[config.mk]
export PLATFORM = sky130hd
export DESIGN_NAME = ps2_scan_history
export DESIGN_NICKNAME = d
export VERILOG_FILES = /design/src/rtl/ps2_scan_history.sv
export SDC_FILE = /design/constraint.sdc
export NUM_CORES = 1
export LEC_CHECK = 0
export CAP_MARGIN = 40
export CORE_UTILIZATION = 47
export DETAILED_ROUTE_END_ITERATION = 12
export PLACE_DENSITY = 0.86
export SYNTH_ARGS = -nofsm -noshare
export SYNTH_HDL_FRONTEND = slang
export SYNTH_SLANG_ARGS = --single-unit
[constraint.sdc]
create_clock -name clock -period 1.91 [get_ports clock]
set_input_delay 0.2865 -clock clock [delete_from_list [all_inputs] [get_ports clock]]
set_output_delay 0.2865 -clock clock [all_outputs]
set_load 0.1 [all_outputs]
[src/rtl/ps2_scan_history.sv]
// Purpose : PS/2 scancode front end. Keeps a shift history of the last DEPTH bytes
//           and folds E0 (extended) / F0 (break) prefixes into single key events.
// Latency : one cycle, strobe at edge N -> history/hist_count/key_* valid after edge N.
// Backpressure: none, accepts one byte per cycle at full rate; clear wins over a strobe.
//
// Ports:
//   clock, reset            rising-edge clock, asynchronous active-high reset
//   received_data_en/_data  one-cycle byte strobe from the PS/2 byte receiver
//   clear                   synchronous clear of history, count, FSM and key outputs
//   history/hist_count      byte k at [k*DATA_W +: DATA_W], k=0 newest; valid-entry count
//   key_valid               one-cycle pulse per completed key event
//   key_code/break/ext      event fields, held until the next event
module ps2_scan_history #(
    parameter int                DATA_W     = 8,
    parameter int                DEPTH      = 4,
    parameter logic [DATA_W-1:0] BREAK_CODE = 8'hF0,
    parameter logic [DATA_W-1:0] EXT_CODE   = 8'hE0
) (
    input  logic                       clock,
    input  logic                       reset,
    input  logic                       received_data_en,
    input  logic [DATA_W-1:0]          received_data,
    input  logic                       clear,
    output logic [DEPTH*DATA_W-1:0]    history,
    output logic [$clog2(DEPTH+1)-1:0] hist_count,
    output logic                       key_valid,
    output logic [DATA_W-1:0]          key_code,
    output logic                       key_break,
    output logic                       key_ext
);

    localparam int             CW      = $clog2(DEPTH+1);
    localparam logic [CW-1:0]  CNT_MAX = CW'(DEPTH);

    // State encodes the two pending-prefix flags (ext, brk).
    typedef enum logic [1:0] {
        ST_IDLE,
        ST_EXT,
        ST_BRK,
        ST_EXT_BRK
    } state_t;

    state_t                    state_q, state_d;
    logic [DEPTH*DATA_W-1:0]   hist_q, hist_d;
    logic [CW-1:0]             cnt_q, cnt_d;
    logic                      vld_q, vld_d;
    logic [DATA_W-1:0]         code_q, code_d;
    logic                      brk_q, brk_d;
    logic                      ext_q, ext_d;

    always_ff @(posedge clock or posedge reset) begin
        if (reset) begin
            state_q <= ST_IDLE;
            hist_q  <= '0;
            cnt_q   <= '0;
            vld_q   <= 1'b0;
            code_q  <= '0;
            brk_q   <= 1'b0;
            ext_q   <= 1'b0;
        end else begin
            state_q <= state_d;
            hist_q  <= hist_d;
            cnt_q   <= cnt_d;
            vld_q   <= vld_d;
            code_q  <= code_d;
            brk_q   <= brk_d;
            ext_q   <= ext_d;
        end
    end

    always_comb begin
        state_d = state_q;
        hist_d  = hist_q;
        cnt_d   = cnt_q;
        vld_d   = 1'b0;
        code_d  = code_q;
        brk_d   = brk_q;
        ext_d   = ext_q;

        if (clear) begin
            state_d = ST_IDLE;
            hist_d  = '0;
            cnt_d   = '0;
            code_d  = '0;
            brk_d   = 1'b0;
            ext_d   = 1'b0;
        end else if (received_data_en) begin
            // Zeros shift in behind the newest byte, so slots at or above
            // hist_count always read 0 without extra masking.
            hist_d = {hist_q[(DEPTH-1)*DATA_W-1:0], received_data};
            if (cnt_q != CNT_MAX) begin
                cnt_d = cnt_q + CW'(1);
            end

            if (received_data == EXT_CODE) begin
                case (state_q)
                    ST_IDLE: state_d = ST_EXT;
                    ST_BRK:  state_d = ST_EXT_BRK;
                    default: state_d = state_q;
                endcase
            end else if (received_data == BREAK_CODE) begin
                case (state_q)
                    ST_IDLE: state_d = ST_BRK;
                    ST_EXT:  state_d = ST_EXT_BRK;
                    default: state_d = state_q;
                endcase
            end else begin
                vld_d   = 1'b1;
                code_d  = received_data;
                brk_d   = (state_q == ST_BRK) || (state_q == ST_EXT_BRK);
                ext_d   = (state_q == ST_EXT) || (state_q == ST_EXT_BRK);
                state_d = ST_IDLE;
            end
        end
    end

    assign history    = hist_q;
    assign hist_count = cnt_q;
    assign key_valid  = vld_q;
    assign key_code   = code_q;
    assign key_break  = brk_q;
    assign key_ext    = ext_q;

endmodule

After elaboration in Yosys (flattened, before gate mapping)
Cells that the tools add are included.
{ "word_totals": {"regBits": 48, "out_inout_bits": 46, "wordCells": 53} }
{ "op_classes": {"add_sub_neg": 1, "n_eq_ne": 10, "mux": 27, "n_reduce_logical": 8} }
{ "ops": {"columns": ["cell", "count"], "rows": [
  ["32-bit two-way mux", 2],
  ["8-bit two-way mux", 4],
  ["8-bit equality test, second input constant", 2],
  ["1-bit two-way mux", 12],
  ["3-bit two-way mux", 3],
  ["2-bit two-way mux", 4],
  ["2-bit case mux with 2 select lines", 2],
  ["3-bit AND reduction", 2],
  ["5-bit by 3-bit inequality test with 1-bit output, second input constant", 1],
  ["2-bit equality test, second input constant", 2],
  ["2-bit inequality test, second input constant", 2],
  ["4-bit by 2-bit inequality test with 1-bit output, second input constant", 1],
  ["2-bit nonzero test", 2],
  ["3-bit by 1-bit adder with 3-bit output, second input constant", 1],
  ["3-bit inequality test, second input constant", 1],
  ["2-bit by 1-bit equality test with 1-bit output, second input constant", 1],
  ["2-bit logical NOT", 1],
  ["1-bit logical OR", 2],
  ["2-bit AND reduction", 1]
]} }

Longest topological paths before layout
Gate-level depths: netlist of the first run.
{ "depth": {"depth_word": 6, "mapped_depth": 5} }

Worst setup path before layout of the first run
Ideal clock, no wire load.
{ "synth_path": {"path_kind": "register -> register", "startpoint": "register cnt_q[0], in the netlist hist_count[0]", "endpoint": "register cnt_q[1], in the netlist hist_count[1]", "setup_time_ps": 132, "arrival_time_ps": 1843, "t_required_ps": 1778, "slack_ps": -64, "stages_incl_launch_ff": 6, "synth_period_minus_slack_ps": 1974, "path_cell_list": "dfrtp_1 inv_1 ha_1 a21boi_0 mux2i_1 nor2_1"} }
{ "synth_via": {"elab_chain_cells": 4, "elab_cells_between_ends": 7} }
{ "synth_lines": {"columns": ["element", "line_no", "source"], "rows": [
  ["start, declared", "45", "logic [CW-1:0] cnt_q, cnt_d;"],
  ["start signal, assigned", "63", "cnt_q <= cnt_d;"],
  ["3-bit by 1-bit adder with 3-bit output", "92", "cnt_d = cnt_q + CW'(1);"],
  ["3-bit two-way mux", "91", "if (cnt_q != CNT_MAX) begin"],
  ["3-bit two-way mux", "87", "end else if (received_data_en) begin"],
  ["3-bit two-way mux", "80", "if (clear) begin"]
]} }
Several ways; a longest one is shown, not always the timed one. The select of a mux whose other input is x is not followed.
A chain may end at the register's enable or synchronous reset.

Final worst setup path of the first run
{ "layout_path": {"startpoint": "input port received_data[1]", "endpoint": "register brk_q, in the netlist key_break"} }
{ "layout_via": {"elab_chain_cells": 3, "elab_cells_between_ends": 5} }
{ "layout_lines": {"columns": ["element", "line_no", "source"], "rows": [
  ["start, declared", "22", "input logic [DATA_W-1:0] received_data,"],
  ["8-bit equality test, on equally long branches", "101, 95", null],
  ["2-bit inequality test (no source line)", null, null],
  ["3-bit AND reduction (no source line) (*)", null, null],
  ["end signal, assigned", "66", "brk_q <= brk_d;"],
  ["end, declared", "48", "logic brk_q, brk_d;"]
]} }
Every way passes the cells marked *; elsewhere a longest branch is shown, timed or not.

==> results.yml, run 1 <==
pwr:
  leakage_nw: 1.383
  ir_drop_mv: 0.4351
  switchingPower_uw: 708.1
  power.density_mw_per_mm2: 804.8
  power.share.clock_pct: 25.8
  switching_share_pct: 33.03
  p_comb_share_pct: 23.8
  p_seq_share_pct: 50.4
  intPower_mw: 1.436
cts:
  clock-sinks: 48
  h-tree-depth: 2
  cts_buffers: 5
  cts_buffer_depth: 2
  cts_hold_buf: 0
  post_cts_buffers: 0
  cts_tree: "yes"
  cts-root-buf: "clkbuf_8"
  clkLatencyLatePin_ps: 300
  clkSlewWorstSetupHoldPaths_ps: 80
  cts_resized: 0
sta:
  fin_crit_ps: 1537
  finalMaxSlewViolations: 0
  slew-limit-headroom_pct: 58.14
  rsz0062_at_grt: "false"
  fin_crit_sh_pct: 80.49
  holdWs_ps: 286.7
  finalHoldViolations: 0
  tightest_slew_ps: 627.9
  max_freq_mhz: 650.5
  fin_worst_skew_ps: 2.659
  setup_violations: 0
  tns_ps: 0
outcome:
  outcome: "finished clean"
global_route:
  grt_max_degree: 38
  track_usage_pct: 20.01
  antenna_found_initial: 0
  gr-total-overflow: 0
  grt_pass1_wl_mm: 6.610
  grt_pass1_vias: 1448
drt:
  ant_nets: 0
  vias: 1459
  drt_iter0_markers: 78
  drc: 0
  routed_wl_mm: 4.049
  routedWlPerCell_um: 14.11
  vias_per_cell: 5.084
  first_pass_iters: 4
logic_synthesis:
  syn_area_per_cell_sq_um: 11.46
  netlist_instances: 179
  synth.cell_area_sq_mm: 0.002051
  synth_edf_count: 0
  ys.flop_type: "dfrtp_1"
  ys_seq_area_share_pct: 58.57
  synth_fp_nets: 193
  async_reset_ff_share_pct: 100.0
  synth_warnings: 0
  synth_top_area_share_pct: 58.57
  yosysMostFrequentCell: "dfrtp_1"
  ys_seq_elements: 48
  ys_types: 23
  synth.largest_area_cell: "dfrtp_1"
  synthTopCellsByCount: "dfrtp_1, mux2i_1, nor2_1"
  synth_area_leaders: "dfrtp_1, mux2i_1, nor2_1"
worst_hold_path:
  hp-class: "in -> async"
critical_path:
  cpMaxStageDelayCell: "clkdlybuf4s50_1"
  cp-start-kind: "primary input"
  crit_type: "in -> reg"
  crit_required_ps: 2100
  r2r_cells: 5
  worstPathCellList: "clkdlybuf4s50_1, or3_4, o31a_1, buf_4, mux2i_1"
  cp.arrival_ps: 1730
  setup.worst_path.end_class: "register"
  crit_fanout: 4
  max_stage_delay_ps: 420
floorplanning:
  num_rows: 23
  die_area_sq_mm: 0.004631
  die_h_um: 68.06
  core_area_sq_mm: 0.004086
  initial_core_util_pct: 50.18
  io-pin-count: 58
  dieWidth_um: 68.06
place:
  place_area_sq_mm: 0.002587
  place_hpwl_mm: 2.818
  numPortBuffers: 57
  place_congestion: 0.7530
layout:
  area_growth_pct: 29.90
  multi_input_area_sq_um: 763.2
  final_cell_area_sq_mm: 0.002664
  fin_nets: 251
  drive_gt1_share_pct: 27.43
  regArea_sq_mm: 0.001204
  finish.utilization_pct: 65.19
  nFillCells: 336
  diodes: 0
flow_run:
  drv_cap: 0
[critical path, delay by kind of cell]
kind	cells	cell delay [ps]
buffers and inverters	2	590
and+or+nand+nor	1	400
AOI/OAI and AO/OA	1	330
muxes	1	110
[layout by cell type (no fill, tap or decap), types with 2 or more instances in the layout]
| cell | synthesis | layout |
|---|---|---|
| nand3b_1 | 2 | 2 |
| ha_1 | 2 | 2 |
| clkdlybuf4s50_1 | 0 | 9 |
| dfrtp_1 | 48 | 46 |
| mux2i_1 | 33 | 33 |
| dfrtp_2 | 0 | 2 |
| clkbuf_8 | 0 | 5 |
| nor2_1 | 30 | 30 |
| nand2b_1 | 16 | 16 |
| buf_2 | 3 | 2 |
| nor3_2 | 2 | 2 |
| inv_1 | 8 | 7 |
| nand2_1 | 4 | 4 |
| a21oi_1 | 7 | 7 |
| buf_12 | 0 | 3 |
| o21ai_0 | 2 | 2 |
| a221oi_1 | 2 | 2 |
| clkbuf_1 | 8 | 2 |
| o22ai_1 | 4 | 4 |
| buf_4 | 0 | 49 |
[state kept, by name (all words and copies together) (netlist names)]
name        cells
history        32
key_code        8
hist_count      3
state_q         2
key_break       1
key_ext         1
key_valid       1
[per-stage QoR]
step                total power [mW]  cells  worst slack, ps
finish                         2.144    287            372.7
global route                   2.240    287            346.1
CTS                            2.179    287            379.8
detailed placement             1.615    280            54.38
global placement               1.608    280            75.38
floorplan                      1.483    179            232.4
[routing by layer]
metal  vias up  track usage [%]  share of wire [%]
met4         0            12.24                2.4
met3         8            4.333                4.4
met5         -                0                  0
li1        710                -                  -
met2        37            33.21                 49
met1       704            23.48                 44
[area by class of cell]
class | instances | area share [%]
Clock buffer | 7 | 2.865
Inverter | 8 | 1.127
Multi-Input combinational cell | 111 | 28.65
Sequential cell | 48 | 45.19
Tap cell | 50 | 2.349
Timing Repair Buffer | 63 | 19.82
[path summary, 6_finish.rpt]
path	slack, ps	from	endpoint
worst min register to register	530	history[27]	history[27]
max in group asynchronous	1120	reset	hist_count[0]
worst min-delay path	290	reset	history[0]
min in group clock	390	received_data_en	key_code[6]
worst max-delay path	370	received_data[1]	key_break
worst max register to register	540	hist_count[0]	hist_count[1]
[cell families (layout without fill, tap and decap cells)]
group	count (synthesis)	in the layout	share of synthesized area, %
buffers and inverters	20	78	4.210
adder cells (fa/ha/maj)	2	2	1.220
flip-flops	48	48	58.57
AND/OR/NAND/NOR	58	58	14.40
multiplexers	33	33	16.11
XOR/XNOR	1	1	0.4272
AO/OA/AOI/OAI	17	17	5.064
[power by group through the flow]
| stage | sequential [mW] | clock, mW | combinational [mW] |
|---|---|---|---|
| 5_1_grt | 1.09 | 0.617 | 0.537 |
| 2_1_floorplan | 1.35 | 0 | 0.130 |
| 3_3_place_gp | 1.10 | 0 | 0.508 |
| 3_5_place_dp | 1.10 | 0 | 0.515 |
| 4_1_cts | 1.08 | 0.583 | 0.515 |
| 6_report | 1.08 | 0.553 | 0.510 |
(Power assumes the default switching activity.)
==> run 2, diff against run 1 <==
Settings changed: CORE_UTILIZATION 47 to 42, PLACE_DENSITY 0.86 to 0.82.
Clock period 1.91 ns to 1.2 ns, I/O delays scaled along.
==> run 2 against run 1 <==
  * The run now ends with negative setup slack left
  * First-iteration DRC count grew 36%
  * Combinational power rose by 100%
  * Total power is 83% higher
  * Worst setup slack got worse by 440 ps
  * Sequential share of layout area down 8.8 points
  * Wire length up 16%
==> results.yml, run 2 (synthesized netlist as in run 1, its figures left out) <==
pwr:
  power_mw: 3.918
  p_seq_share_pct: 45.0
  leakage_nw: 1.545
  switching_share_pct: 31.18
  power.share.clock_pct: 28.8
  p_comb_share_pct: 26.3
  intPower_mw: 2.697
  power.density_mw_per_mm2: 1129
  ir_drop_mv: 0.7758
  switchingPower_mw: 1.222
floorplanning:
  dieWidth_um: 71.88
  initial_core_util_pct: 43.42
  io-pin-count: 58
  die_h_um: 71.88
  num_rows: 25
  die_area_sq_mm: 0.005166
  core_area_sq_mm: 0.004723
global_route:
  grt_busiest_layer: "met2"
  antenna_found_initial: 0
  track_usage_pct: 19.68
  grt_pass1_vias: 1550
  gr-total-overflow: 0
  grt_pass1_wl_mm: 7.693
  grt_max_degree: 49
  gr-usage-met1_pct: 23.63
  met2_usage_pct: 34.07
  grt_use_met3_pct: 4.641
critical_path:
  critical-path-top-delay-family: "flip-flops"
  regToRegSetupSlack_ps: 0
  cpMaxStageDelayCell: "dfrtp_4"
  crit_fanout: 3
  worstPathCellList: "buf_6, buf_12"
  worst-path-buf-inv: 2
  timing.rr.end: "hist_count[1]"
  setup.worst_path.end_class: "output pin"
  cp-start-kind: "register"
  crit_type: "reg -> out"
  crit_required_ps: 1020
  r2r_cells: 5
  cp_num_cells: 2
  r2r-start: "hist_count[1]"
  cp.arrival_ps: 1090
  max_stage_delay_ps: 510
drt:
  routedWlPerCell_um: 14.79
  ant_nets: 0
  vias_per_cell: 4.924
  drc: 0
  first_pass_iters: 4
  vias: 1561
  routed_wl_mm: 4.689
  drt_iter0_markers: 106
worst_hold_path:
  holdPathEnd: "history[0]"
  hold_start: "received_data[0]"
  hp-class: "in -> reg"
  hold_depth: 3
layout:
  diodes: 0
  largest_reg_flops: 32
  drive_gt1_share_pct: 51.20
  mostFrequentLayoutCells: "buf_12, dfrtp_2, mux2i_1"
  area_growth_pct: 69.25
  layout_commonest_cell: "buf_12"
  fin_nets: 263
  finish.utilization_pct: 73.48
sta:
  max_freq_mhz: 789.0
  slew-limit-headroom_pct: 69.12
  finalHoldViolations: 0
  fin_crit_ps: 1267
  finalMaxSlewViolations: 0
  fin_ws_ps: -67.43
  holdWs_ps: 156.6
  tightest_slew_ps: 463.1
  rsz0062_at_grt: "true"
  setup_violations: 2
  tns_ps: -116.4
  fin_worst_skew_ps: 8.876
  fin_crit_sh_pct: 105.6
outcome:
  outcome: "finished, violations left"
  failed_checks: "negative setup slack"
cts:
  cts-root-buf: "clkbuf_8"
  clock-sinks: 48
  cts_buffers: 5
  cts_hold_buf: 0
  clkLatencyLatePin_ps: 300
  cts_buffer_depth: 2
  cts_tree: "yes"
  h-tree-depth: 2
  clkSlewWorstSetupHoldPaths_ps: 80
place:
  place_congestion: 0.7571
  numPortBuffers: 57
  place_hpwl_mm: 3.391
flow_run:
  drv_cap: 0
[run 2: changes by cell type in the layout (fill, tap and decap cells not counted), sizes merged, moves of 2 or more]
cell	previous run	this run
dlygate4sd2	0	3
buf	54	67
clkdlybuf4s50	9	2
clkdlybuf4s15	0	2
[run 2: per-layer routing]
layer,part of all wire (%),vias to the layer above
met1,41,774
met2,53,41
li1,-,734
met3,3.5,12
met4,2.2,0
met5,0,-
[run 2: cell type report]
class                      instances  area [sq um]
timing repair buffer              75          1186
clock inverter                     2         35.03
tap                               67         83.83
multi-input combinational        111         797.0
fill                             309          1252
clock buffer                       6         72.57
sequential                        48          1262
inverter                           8         33.78
[run 2: worst max path at each step]
stage	startpoint	endpoint	slack, ps
2_1_floorplan	hist_count[0]	hist_count[1]	-170
3_3_place_gp	received_data[1]	key_ext	-470
3_5_place_dp	received_data[1]	state_q[1]	-530
4_1_cts	hist_count[1]	hist_count[1]	-70
5_1_grt	hist_count[1]	hist_count[1]	-100
6_report	hist_count[1]	hist_count[1]	-70
[run 2: worst min-delay path, delay by kind of cell]
family,cells,cell delay (ps)
compound gates,1,60
simple gates,1,70
buf+inv,1,100
[run 2: per-stage QoR]
stage	instances	cell area [sq um]	worst slack, ps
after global placement	307	3316	-465.1
after global routing	317	3471	-100.4
final	317	3471	-67.43
after CTS	317	3465	-70.30
after detailed placement	307	3316	-528.3
after floorplan	179	2122	-172.4
[run 2: power by group through the flow]
| stage | Sequential, mW | Combinational, mW | Clock, mW |
|---|---|---|---|
| finish | 1.76 | 1.03 | 1.13 |
| global route | 1.77 | 1.07 | 1.23 |
| CTS | 1.76 | 1.03 | 1.16 |
| detailed placement | 1.79 | 1.01 | 0 |
| global placement | 1.79 | 0.986 | 0 |
| floorplan | 2.17 | 0.210 | 0 |
[run 2: what timing repair did]
action,in CTS,in global routing
gates resized for setup,17,2
setup buffers,2,0
pin swaps,4,2
setup endpoints to repair,16,10
==> variant 1 (flow settings as in run 2) <==
Re-encode `state_t` (4 states) as one-hot, 4 bits wide.
--- a/src/rtl/ps2_scan_history.sv
+++ b/src/rtl/ps2_scan_history.sv
@@ -33,11 +33,11 @@
     localparam logic [CW-1:0]  CNT_MAX = CW'(DEPTH);
 
     // State encodes the two pending-prefix flags (ext, brk).
-    typedef enum logic [1:0] {
-        ST_IDLE,
-        ST_EXT,
-        ST_BRK,
-        ST_EXT_BRK
+    typedef enum logic [3:0] {
+        ST_IDLE    = 4'b0001,
+        ST_EXT     = 4'b0010,
+        ST_BRK     = 4'b0100,
+        ST_EXT_BRK = 4'b1000
     } state_t;
 
     state_t                    state_q, state_d;
Behaviour: no difference found for any inputs over 10 cycles, from zero or initial values and one cycle with reset high; not proved beyond that.
==> variant 1 against run 2 <==
- the run still ends with setup timing left
- synthesized area rose by 7.8%
- setup slack worse by 0.11 ns
- combinational power is essentially flat
- total power fell by 0.20%
- final area grew 8.9%
- critical endpoint is now state_q[2]
- clock skew shrank 0.0028 ns
- sequential power up 3%
- largest cell class is now buffers
- routed wire length is 18% higher
- count of clock-buffer cells in the layout is the same
- largest power group unchanged
- sequential cell count rose by 2
- non-clock buffer count increased by 18
- synthesized cell count is 7.8% higher
==> variant 1: results (changes against run 2) <==
[place]
dp_cells = 342  ; +11%
dpl_cell_area_sq_um = 3636  ; +9.7%
place_congestion = 0.8882  ; +17%
place_hpwl_microns = 4261  ; +26%
port_buffers = 57  ; unchanged
place_ws_ns = -0.6143  ; -0.08603 ns

[critical_path]
arrival_ns = 1.62  ; +0.53 ns
endpoint = state_q[2]
crit_path_start = state_q[0]
slowest_stage = dfstp_2
r2r_cells = 4  ; -1
cp_max_fo = 3  ; unchanged
critPathMaxStageDelay_ns = 0.56  ; +0.05 ns
critPathTopFamily = flip-flops

[logic_synthesis]
ys_types = 37  ; +61%
ys_seq_area_frac = 0.5665  ; -0.01923
ys_top_cells_by_area = dfrtp_1 (55%), mux2i_1 (15%), nor2_1 (6.6%), a22o_1 (2.8%), buf_2 (1.6%)
ys_warn_count = 0  ; unchanged
synth.area.mux_share = 0.1494  ; -0.01167
synthXorXnorAreaFrac = 0.01981  ; +0.01554
synth_fa_ha_area_frac = 0.01132  ; -0.0008839
synthCells = 193  ; +7.8%
synth_commonest_cells = dfrtp_1 (49), nor2_1 (39), mux2i_1 (33)
syn-num-nets = 207  ; +7.3%
synth_compound_area_frac = 0.07357  ; +0.02293

[grt]
grt_max_degree = 31  ; -37%
use_met3 = 0.03930  ; -0.007118
use_met2 = 0.4044  ; +0.06373
globalRouteMet1Util = 0.2674  ; +0.03115
grt_pass1_vias = 1891  ; +22%
grt_pass1_wl_microns = 9218  ; +20%
grt_use_total = 0.2275  ; +0.03071

[final_layout]
nets = 295  ; +12%
layout-drive-gt1-share = 0.5426  ; +0.03055
fin_cells = 352  ; +11%

[sta]
finalSetupViolations = 5  ; +3
relSlewSlack = 0.7842  ; +0.09299
finalSetupTns_ns = -0.6161  ; -0.4997 ns
finalWorstSetupSlack_ns = -0.1735  ; -0.1061 ns
timing.hold.ws_ns = 0.1649  ; +0.008348 ns
fin_skew_ns = 0.006034  ; -0.002842 ns

[power_and_ir_drop]
peakVddDrop_v = 0.0007903  ; +1.9%
p_leak_nw = 1.723  ; +12%

[clocking]
clk_pin_slew_ns = 0.09
cts_buffer_depth = 2  ; unchanged
htreeDepth = 2  ; unchanged
clk_latency_ns = 0.31

[routing]
drt_iter0_markers = 122  ; +15%
vias_per_cell = 5.122  ; +4.0%
drt-total-wl_microns = 5550  ; +18%
drt_pass1_iterations = 4  ; unchanged

[min_path]
hold_path.class = in2async

[outcome]
failed_checks = setup timing
outcome = complete, but fails checks

-- variant 1: changes by cell type after synthesis, moves of 3 or more --
cell and change:
o22ai_1 -4, nor2_1 +9, a22o_1 +7, inv_1 -3, buf_2 +4, clkbuf_1 -7
a21oi_1 -4, xnor2_1 +3, nand2b_1 -16, nand2_1 +4, buf_1 +3
-- variant 1: repair_timing --
item,4_1_cts,5_1_grt
endpoints found under the hold margin,0,0
pin swaps,6,1
resized for setup,25,2
setup buffers,1,1
setup endpoints to repair,17,12
-- variant 1: cell type report --
type	count	area, sq um
fill	327	1295
timing repair buffer	93	1315
sequential	50	1310
inverter	6	28.78
clock inverter	2	17.52
multi-input combinational	125	938.4
tap	70	87.58
clock buffer	6	82.58
-- variant 1: routing by layer --
metal	up-vias	wire length, microns
li1	841	-
met1	893	2219
met2	58	2957
met3	11	246
met4	0	127
met5	-	0
-- variant 1: report_power, final --
group	leakage [nW]	switching (mW)	internal [mW]
Combinational	1.06	0.636	0.397
Clock	0.0514	0.578	0.475
Sequential	0.613	0.0735	1.75
==> variant 2 (config.mk and constraints of run 2) <==
Without the edit above. `DATA_W`: 8 -> 10.
--- a/src/rtl/ps2_scan_history.sv
+++ b/src/rtl/ps2_scan_history.sv
@@ -11,7 +11,7 @@
 //   key_valid               one-cycle pulse per completed key event
 //   key_code/break/ext      event fields, held until the next event
 module ps2_scan_history #(
-    parameter int                DATA_W     = 8,
+    parameter int                DATA_W     = 10,
     parameter int                DEPTH      = 4,
     parameter logic [DATA_W-1:0] BREAK_CODE = 8'hF0,
     parameter logic [DATA_W-1:0] EXT_CODE   = 8'hE0
Interface: changed (resized history, key_code and received_data); port bits go from 58 to 70. The function was not compared with the original's and may differ.
==> variant 2 against run 2 <==
- the flow still finishes with violations (setup timing)
- utilization rose by 0.29 points
- total power rose by 31%
- routed wire length rose by 30%
- setup slack got worse by 0.028 ns
- sequential cell count rose by 10
- final area rose by 26%
- count of clock-buffer cells in the layout rose by 6
- synthesized area rose by 25%
- critical path type unchanged
- largest cell class unchanged
- largest power group unchanged
- highest routed layer unchanged
==> variant 2: results (changes against run 2) <==
[outcome]
outcome = complete, but fails checks
failed_checks = setup timing

[routing]
vias_per_cell = 5.104  ; +3.6%
drt_iter0_markers = 128  ; +21%
drt_pass1_iterations = 4  ; unchanged
drt_drc_violations_left = 0  ; unchanged
drt-total-wl_microns = 6117  ; +30%

[logic_synthesis]
ys_warn_count = 0  ; unchanged
ys_seq_area_frac = 0.5656  ; -0.02015
ys_types = 24  ; +4.3%
synthFlopType = dfrtp_1
syn_avg_cell_area_sq_um = 11.41  ; -0.45%
syn-num-nets = 241  ; +25%
synthArstFlopShare = 1.000  ; unchanged
ys_top_cells_by_area = dfrtp_1 (57%), mux2i_1 (16%), nor2_1 (6.1%), a211oi_2 (2.9%), a21oi_1 (2.1%)
synth_commonest_cells = dfrtp_1 (58), nor2_1 (42), mux2i_1 (41)

[place]
place_ws_ns = -0.5959  ; -0.06765 ns
dp_cells = 377  ; +23%
place_congestion = 0.8691  ; +15%
port_buffers = 69  ; +21%
place_hpwl_microns = 4375  ; +29%

[min_path]
worstHoldStart = clear
hold_path.class = in2reg
hold_depth = 2  ; -1

[clocking]
cts-root-buf = clkbuf_8
htreeDepth = 3  ; +1
cts_buffer_depth = 2  ; unchanged
clk_latency_ns = 0.34  ; +0.04 ns
cts_buffers = 9  ; +4
clk_pin_slew_ns = 0.06  ; -0.02 ns

[final_layout]
layout-drive-gt1-share = 0.5219  ; +0.009875
fillers = 398  ; +29%
fin_cells = 395  ; +25%
diodes = 0  ; unchanged
largest_reg_flops = 40  ; +25%
nets = 331  ; +26%

[critical_path]
critPathLaunchType = register
r2r_cells = 6  ; +1
r2r-start = hist_count[0]
arrival_ns = 1.12  ; +0.03 ns
cp_max_fo = 3  ; unchanged

[sta]
finalSetupViolations = 3  ; +1
relSlewSlack = 0.7578  ; +0.06657
fin_skew_ns = 0.007684  ; -0.001192 ns
finalWorstSetupSlack_ns = -0.09518  ; -0.02775 ns

[grt]
grt_max_degree = 47  ; -4.1%
antenna_found_initial = 0  ; unchanged
grt_use_total = 0.2149  ; +0.01815
grt_pass1_vias = 2082  ; +34%
grt_pass1_wl_microns = 10060  ; +31%

[power_and_ir_drop]
peakVddDrop_v = 0.0009492  ; +22%
p_leak_nw = 1.947  ; +26%

## variant 2: changes by cell type in the layout (fill, tap and decap cells not counted), moves of 6 or more
cell / delta
a211oi_2: +6
nor2b_1: +6
nand2b_1: -16
nor2_1: +12
buf_12: +11
clkbuf_8: +7
dfrtp_2: +9
mux2i_1: +9
## variant 2: cells by family (layout without fill, tap and decap cells)
family                     after synthesis  in the layout  share of synthesized area
AOI/OAI and AO/OA                       31             31                    0.09702
DFF                                     58             58                     0.5656
buffers and inverters                   26            121                    0.04193
muxes                                   41             41                     0.1599
and+or+nand+nor                         66             66                     0.1224
adders and majority gates                2              2                   0.009750
xor gates and xnor gates                 1              1                   0.003414
## variant 2: critical path, stage by stage (launching register included)
cell and delay (ns):
dfrtp_4 0.49, buf_6 0.13, buf_12 0.15
## variant 2: area by class of cell
cell class	count	share of cell area
multi-input cells	141	0.2400
repair buffers	93	0.3343
clock buffers	12	0.03781
inverters	12	0.01174
flip-flops and latches	58	0.3489
clock inverters	4	0.005729
well taps	75	0.02148
## variant 2: final timing paths
kind / to / slack (ns)
max: hist_count[0] / -0.1
min: key_ext / 0.19
max reg2reg: hist_count[1] / -0.03
min reg2reg: history[31] / 0.57
max in group asynchronous: hist_count[0] / 0.75
min in group asynchronous: state_q[1] / 0.25
## variant 2: report_power, final
| group | switching, mW | total, mW | internal [mW] |
|---|---|---|---|
| Combinational | 0.813 | 1.30 | 0.491 |
| Clock | 0.774 | 1.68 | 0.910 |
| Sequential | 0.0981 | 2.14 | 2.04 |
| Total | 1.68 | 5.13 | 3.44 |
## variant 2: metrics by stage
stage	power, mW	instance area, sq um	setup TNS (ns)
after floorplan	2.924	2659	-0.3587
after global placement	3.443	4134	-6.937
after detailed placement	3.465	4134	-8.057
after CTS	5.164	4368	-0.2690
after global routing	5.342	4368	-0.4043
final	5.128	4368	-0.2251
## variant 2: layer usage
metal  vias up  track usage  part of all wire
li1        955            -                 -
met1       995       0.2571              0.43
met2        56       0.3521              0.51
met3        10      0.07614             0.043
met4         0      0.08571             0.021
met5         -            0                 0
## variant 2: what timing repair did
| item | CTS | global route |
|---|---|---|
| hold buffers | 0 | 0 |
| setup buffers | 2 | 0 |
| gates resized for setup | 17 | 0 |
| endpoints found under the setup margin | 18 | 5 |
| pin swaps | 8 | 1 |
